**src/rtl/magnetron_control.sv**
```systemverilog
// Microwave oven control FSM. Turns keypad digits, start/stop buttons and the
// door interlock into load/clear/enable strobes for the countdown timer, and
// drives the magnetron and the completion beeper.
module magnetron_control #(
  parameter int BEEP_CYCLES = 3,
  parameter int MAX_DIGITS  = 3
) (
  input  logic       CLK,
  input  logic       clearn,
  input  logic       key_valid,
  input  logic [3:0] key_digit,
  input  logic       startn,
  input  logic       stopn,
  input  logic       door_closed,
  input  logic       timer_done,
  output logic [3:0] timer_digit,
  output logic       timer_loadn,
  output logic       timer_clearn,
  output logic       timer_enable,
  output logic       mag_on,
  output logic       beep,
  output logic [1:0] state_o
);

  localparam int CNT_W = $clog2(MAX_DIGITS + 1);

  typedef enum logic [1:0] {
    IDLE    = 2'd0,
    COOKING = 2'd1,
    PAUSED  = 2'd2,
    DONE    = 2'd3
  } state_t;

  state_t           state, state_n;
  logic [CNT_W-1:0] count, count_n;
  logic [3:0]       beep_cnt, beep_cnt_n;
  logic [3:0]       digit_n;
  logic             loadn_n, clrn_n, beep_n;
  logic             start_q, stop_q;
  logic             start_ev, stop_ev;
  logic             run;

  // Falling-edge detection on the buttons; stop wins a simultaneous press.
  assign stop_ev  = stop_q & ~stopn;
  assign start_ev = start_q & ~startn & ~stop_ev;

  // Magnetron and timer enable drop combinationally on door open or 0:00.
  assign run          = (state == COOKING) & door_closed & ~timer_done;
  assign mag_on       = run;
  assign timer_enable = run;
  assign state_o      = state;

  // Next-state and registered-output decode.
  always_comb begin
    state_n    = state;
    count_n    = count;
    beep_cnt_n = beep_cnt;
    digit_n    = timer_digit;
    loadn_n    = 1'b1;
    clrn_n     = 1'b1;
    beep_n     = 1'b0;
    case (state)
      IDLE: begin
        if (stop_ev) begin
          clrn_n  = 1'b0;
          count_n = '0;
        end else begin
          // Digits shift into the timer only while there is room for them.
          if (key_valid && (key_digit <= 4'd9) && (count < CNT_W'(MAX_DIGITS))) begin
            digit_n = key_digit;
            loadn_n = 1'b0;
            count_n = count + CNT_W'(1);
          end
          if (start_ev && door_closed && !timer_done) begin
            state_n = COOKING;
          end
        end
      end
      COOKING: begin
        if (timer_done) begin
          state_n    = DONE;
          beep_cnt_n = 4'(BEEP_CYCLES);
          beep_n     = 1'b1;
        end else if (stop_ev || !door_closed) begin
          state_n = PAUSED;
        end
      end
      PAUSED: begin
        if (stop_ev) begin
          state_n = IDLE;
          clrn_n  = 1'b0;
          count_n = '0;
        end else if (start_ev && door_closed && !timer_done) begin
          state_n = COOKING;
        end
      end
      DONE: begin
        if (stop_ev) begin
          state_n    = IDLE;
          beep_cnt_n = '0;
        end else if (beep_cnt <= 4'd1) begin
          // Last beep cycle: counter hits zero on this edge.
          state_n    = IDLE;
          beep_cnt_n = '0;
          count_n    = '0;
        end else begin
          beep_cnt_n = beep_cnt - 4'd1;
          beep_n     = 1'b1;
        end
      end
      default: state_n = IDLE;
    endcase
  end

  // State and registered outputs; reset also clears the downstream timer.
  always_ff @(posedge CLK) begin
    if (!clearn) begin
      state        <= IDLE;
      count        <= '0;
      beep_cnt     <= '0;
      start_q      <= 1'b1;
      stop_q       <= 1'b1;
      timer_digit  <= 4'd0;
      timer_loadn  <= 1'b1;
      timer_clearn <= 1'b0;
      beep         <= 1'b0;
    end else begin
      state        <= state_n;
      count        <= count_n;
      beep_cnt     <= beep_cnt_n;
      start_q      <= startn;
      stop_q       <= stopn;
      timer_digit  <= digit_n;
      timer_loadn  <= loadn_n;
      timer_clearn <= clrn_n;
      beep         <= beep_n;
    end
  end

endmodule

```
**config.mk**
```make
export PLATFORM = sky130hd
export DESIGN_NAME = magnetron_control
export DESIGN_NICKNAME = d
export VERILOG_FILES = /design/src/rtl/magnetron_control.sv
export SDC_FILE = /design/constraint.sdc
export NUM_CORES = 1
export LEC_CHECK = 0
export CORE_MARGIN = 2
export CORE_UTILIZATION = 42
export CTS_CLUSTER_SIZE = 40
export DETAILED_ROUTE_END_ITERATION = 8
export GPL_TIMING_DRIVEN = 0
export HOLD_SLACK_MARGIN = 0.12
export PLACE_DENSITY_LB_ADDON = 0.08
export SYNTH_ARGS = -nofsm -noshare
export SYNTH_HDL_FRONTEND = slang
export SYNTH_SLANG_ARGS = --single-unit
export TNS_END_PERCENT = 50
```
**constraint.sdc**
```tcl
create_clock -name CLK -period 1.5 [get_ports CLK]
set_clock_uncertainty 0.2 [all_clocks]
set_input_delay 0.15 -clock CLK [delete_from_list [all_inputs] [get_ports CLK]]
set_output_delay 0.15 -clock CLK [all_outputs]
set_load 0.02 [all_outputs]
```
**After elaboration in Yosys (flattened, before gate mapping)**

Index checks and enable logic that the tools add are counted.

- Register bits after elaboration: 17
- Bits of input ports: 11
- Output and inout bits: 11
- Logic and storage cells: 76

- Bitwise operators: 11
- Order comparisons: 3
- Reductions and logical operators: 16
- Muxes and demuxes: 24
- Equality and inequality tests: 11
- Add/subtract/negate cells: 2

Operators by type and width:

| operator | number |
|---|---|
| 2-to-1 mux 2 bit | 11 |
| 2-to-1 mux 4 bit | 3 |
| != test 2 bit, second input constant | 5 |
| one-hot mux 2 bit (4 select lines) | 1 |
| one-hot mux 4 bit (2 select lines) | 1 |
| 2-to-1 mux 1 bit | 6 |
| != test 3 bit, second input constant | 2 |
| inverter 1 bit | 6 |
| one-hot mux 2 bit (3 select lines) | 1 |
| AND reduction 3 bit | 2 |
| bitwise AND 1 bit | 5 |
| AND reduction 5 bit | 1 |
| equality test 2 bit, second input constant | 2 |
| <= comparator 4 x 1 -> 1 bit, second input constant | 1 |
| <= comparator 4 bit, second input constant | 1 |
| logical AND 1 bit | 4 |
| subtractor 4 x 1 -> 4 bit, second input constant | 1 |
| != test 3 x 2 -> 1 bit, second input constant | 1 |
| nonzero test 3 bit | 1 |
| OR reduction 3 bit | 1 |
| adder 2 x 1 -> 2 bit, second input constant | 1 |
| equality test 2 x 1 -> 1 bit, second input constant | 1 |
| zero test 1 bit | 2 |
| zero test 2 bit | 1 |
| other kinds (6) | 6 |

**Depth between registers and ports, before layout**

- Depth after elaboration: 9
- Depth in mapped cells: 6
- Depth with buffers taken out: 6

**Least setup slack after synthesis**

Ideal clock, no wire load.

- Kind: flip-flop to output port
- Start: register state[0], in the netlist state_o[0]
- End: output timer_enable
- Arrival time: 1.300 ns
- Required time: 1.150 ns
- Cell stages (with the launch flop): 5
- Buffers on the path: 2
- Slack: -0.150 ns
- Cells stage by stage: dfxtp_1 buf_2 and2b_2 and2_1 buf_4

- Word-level cells in the longest chain between the ends: 3

RTL lines:

| what | line | RTL |
|---|---|---|
| start: declaration | 34 | `state_t state, state_n;` |
| start signal: assignment | 128 | `state <= state_n;` |
| equality test 2 x 1 -> 1 bit | 48 | `assign run = (state == COOKING) & door_closed & ~timer_done;` |
| bitwise AND 1 bit (2 in series) | 48 |  |
| end: declaration | 19 | `output logic timer_enable,` |

No other way between the ends.

**Worst setup path after layout**

Same ends and word-level chain as after synthesis.

==> out/metrics.yaml <==
timing:
  layout_min_cycle_time_ns: 1.68
  tns_ns: -0.548
  rsz0062_at_grt: "yes"
  drv_slew: 0
  worstMarginPinSlew_ns: 0.510
  slew_headroom_pct: 65.6
  layout_setup_ws_ns: -0.177
  setup_viol: 9
  fmax_mhz: 596
  hold_viol: 0
  fin_crit_sh_pct: 112
floorplanning:
  start_util_pct: 43.5
  die_area_um2: 2340
  rows: 16
  die-height_um: 48.4
  pin_count: 22
  die_w_um: 48.4
  core_area_um2: 1900
yosys:
  ys_seq_area_share_pct: 41.1
  synth_nets: 110
  muxShareOfSynthArea_pct: 1.21
  synth_top_area_share_pct: 41.1
  yosys_warnings: 0
  synth_seq_cells: 17
  synth_area_per_cell_um2: 8.62
  synth_commonest_cells: "dfxtp_1 (17), nand2_1 (13), nand3_1 (8), nor2_1 (6), o21ai_1 (6)"
  ys_dominant_reg_cell: "dfxtp_1"
  synthXorXnorAreaFrac_pct: 0
  netlist_area_um2: 827
  yosysTopAreaCell: "dfxtp_1"
  async_flop_share_pct: 0
  yosysMostFrequentCell: "dfxtp_1"
  synth_simple_gate_area_share_pct: 27.2
  synth_compound_area_share_pct: 19.5
  synth_top_family_by_area: "simple AND/OR/NAND/NOR gates"
  synth_edf_count: 0
  synth_fa_ha_area_share_pct: 4.54
  synthDistinctLibCells: 33
  synthCells: 96
  synth_area_leaders: "dfxtp_1 (41%), nand2_1 (5.9%), nand3_1 (4.8%)"
pwr:
  power_density_nw_per_um2: 677
  leakage_nw: 0.564
  vdd_drop_max_mv: 0.506
clocking:
  clock-root-buffer: "clkbuf_4"
  cts_tree: "yes"
  cts-buffers-inserted: 3
  clk_pin_slew_ns: 0.10
  clkLatencyLatePin_ns: 0.29
  hold_buffers: 0
  cts.path.max_buffers: 2
  cts.sinks: 17
  htreeDepth: 1
placement:
  detailed_place_hpwl_um: 1310
  numPlacedInstances: 144
  pre_cts_slack_ns: -0.606
  gp_congestion: 0.793
  portBuffers: 21
critical_path:
  crit_path_frequent_cell: "buf_6"
  cp_data_required_time_ns: 1.15
  path_max_fanout: 2
  cp.arrival_ns: 1.33
  worstSetupPathType: "reg -> out"
  endpoint_kind: "output pin"
  cp_slowest_cell: "dfxtp_4"
  rr_worst_depth: 6
  critPathLaunchType: "register"
  critical-path-max-stage-delay_ns: 0.36
  crit_chain: "buf_6, and2b_2, and2_4, buf_6, buf_6"
global_route:
  grt_overflow: 0
  grt.total_usage_pct: 18.5
  grt_max_degree: 11
  grt_pass1_vias: 791
  grt_pass1_wl_um: 3390
  antenna_found_initial: 0
cells_and_area:
  nFillCells: 150
  antenna_cells: 0
  drive_gt1_share_pct: 39.3
  area_delta_synth_final_pct: 60.4
  nets: 150
  final_util_pct: 69.7
  stdcell_count: 162
outcome:
  status: "finished, violations left"
  violations: "setup timing"
min_path:
  min_path_type: "in -> reg"
  holdPathStages: 3
drt:
  wire_per_inst_um: 13.2
  drtPass1Iterations: 4
  vias: 828
  route.detailed.drc: 0
  first_iter_violations: 12
  vias_per_cell: 5.11
  totalWireLength_um: 2130
  drt.antenna.violating_nets: 0
flow_run:
  cap_violations: 0
-- worst paths after layout --
kind	slack, ns	endpoint	start
max	-0.18	timer_enable	state_o[0]
min	0.20	timer_digit[0]	key_digit[0]
max reg2reg	-0.06	timer_digit[1]	state_o[1]
min reg2reg	0.26	timer_digit[2]	timer_digit[2]
-- stage by stage --
| stage | hold WS [ns] | total power, mW | area [um^2] |
|---|---|---|---|
| 2_1_floorplan | 0.0515 | 0.567 | 832 |
| 3_3_place_gp | 0.242 | 0.629 | 1080 |
| 3_5_place_dp | 0.252 | 0.632 | 1080 |
| 4_1_cts | 0.193 | 0.890 | 1220 |
| 5_1_grt | 0.214 | 0.945 | 1330 |
| 6_report | 0.202 | 0.898 | 1330 |
-- critical path: cells and delay by family, from the launching register on --
kind / cells / cell delay, ns
DFF: 1 / 0.36
buffers and inverters: 3 / 0.34
and+or+nand+nor: 2 / 0.35
-- state kept, by name, indices dropped and copies added, names as in the netlist --
signal        cells
timer_clearn      1
count             2
timer_digit       4
start_q           1
beep              1
state_o           2
stop_q            1
timer_loadn       1
beep_cnt          4
-- power breakdown --
| part | internal [mW] | leakage, nW | total [mW] | switching (mW) |
|---|---|---|---|---|
| Sequential | 0.465 | 0.141 | 0.475 | 0.00925 |
| Clock | 0.103 | 0.0150 | 0.249 | 0.146 |
| Combinational | 0.0876 | 0.408 | 0.175 | 0.0871 |
| Total | 0.656 | 0.564 | 0.898 | 0.242 |
-- metal layers --
layer | wire length, um | global-route usage [%]
met5 | 0 | 0
met4 | 40 | 7.14
met3 | 115 | 5.56
met2 | 1060 | 32.4
met1 | 914 | 21.1
-- kinds of logic (layout without fill, tap and decap cells) --
kind of cell             count (synthesis)  in the layout
AND/OR/NAND/NOR                         41             41
AO/OA/AOI/OAI                           24             24
flip-flops                              17             17
buffers and inverters                   10             49
adder cells (fa/ha/maj)                  3              3
multiplexers                             1              1
-- layout make-up --
type / count / area (um^2) / area share, %
clock buffers: 4 / 26.3 / 1.98
plain buffers: 6 / 48.8 / 3.68
flip-flops and latches: 17 / 350 / 26.4
inverters: 4 / 20.0 / 1.51
multi-input cells: 69 / 536 / 40.4
well taps: 27 / 33.8 / 2.55
repair buffers: 35 / 312 / 23.5
-- what timing repair did --
action	CTS	global route
setup endpoints to repair	24	16
buffers inserted	8	6
pin swaps	13	7
resized for setup	42	15
cloned	0	0
-- cells in the final DEF, fill, tap and decap left out, types with 4 or more instances in the layout --
cell type / Yosys / layout
buf_6: 1 / 5
clkdlybuf4s50_1: 0 / 10
nor2_1: 6 / 5
nand2b_1: 4 / 4
o21ai_1: 6 / 7
buf_4: 1 / 13
dfxtp_1: 17 / 13
dlygate4sd2_1: 0 / 7
nand2_1: 13 / 12
nand3_1: 8 / 5
(Power assumes the default switching activity.)
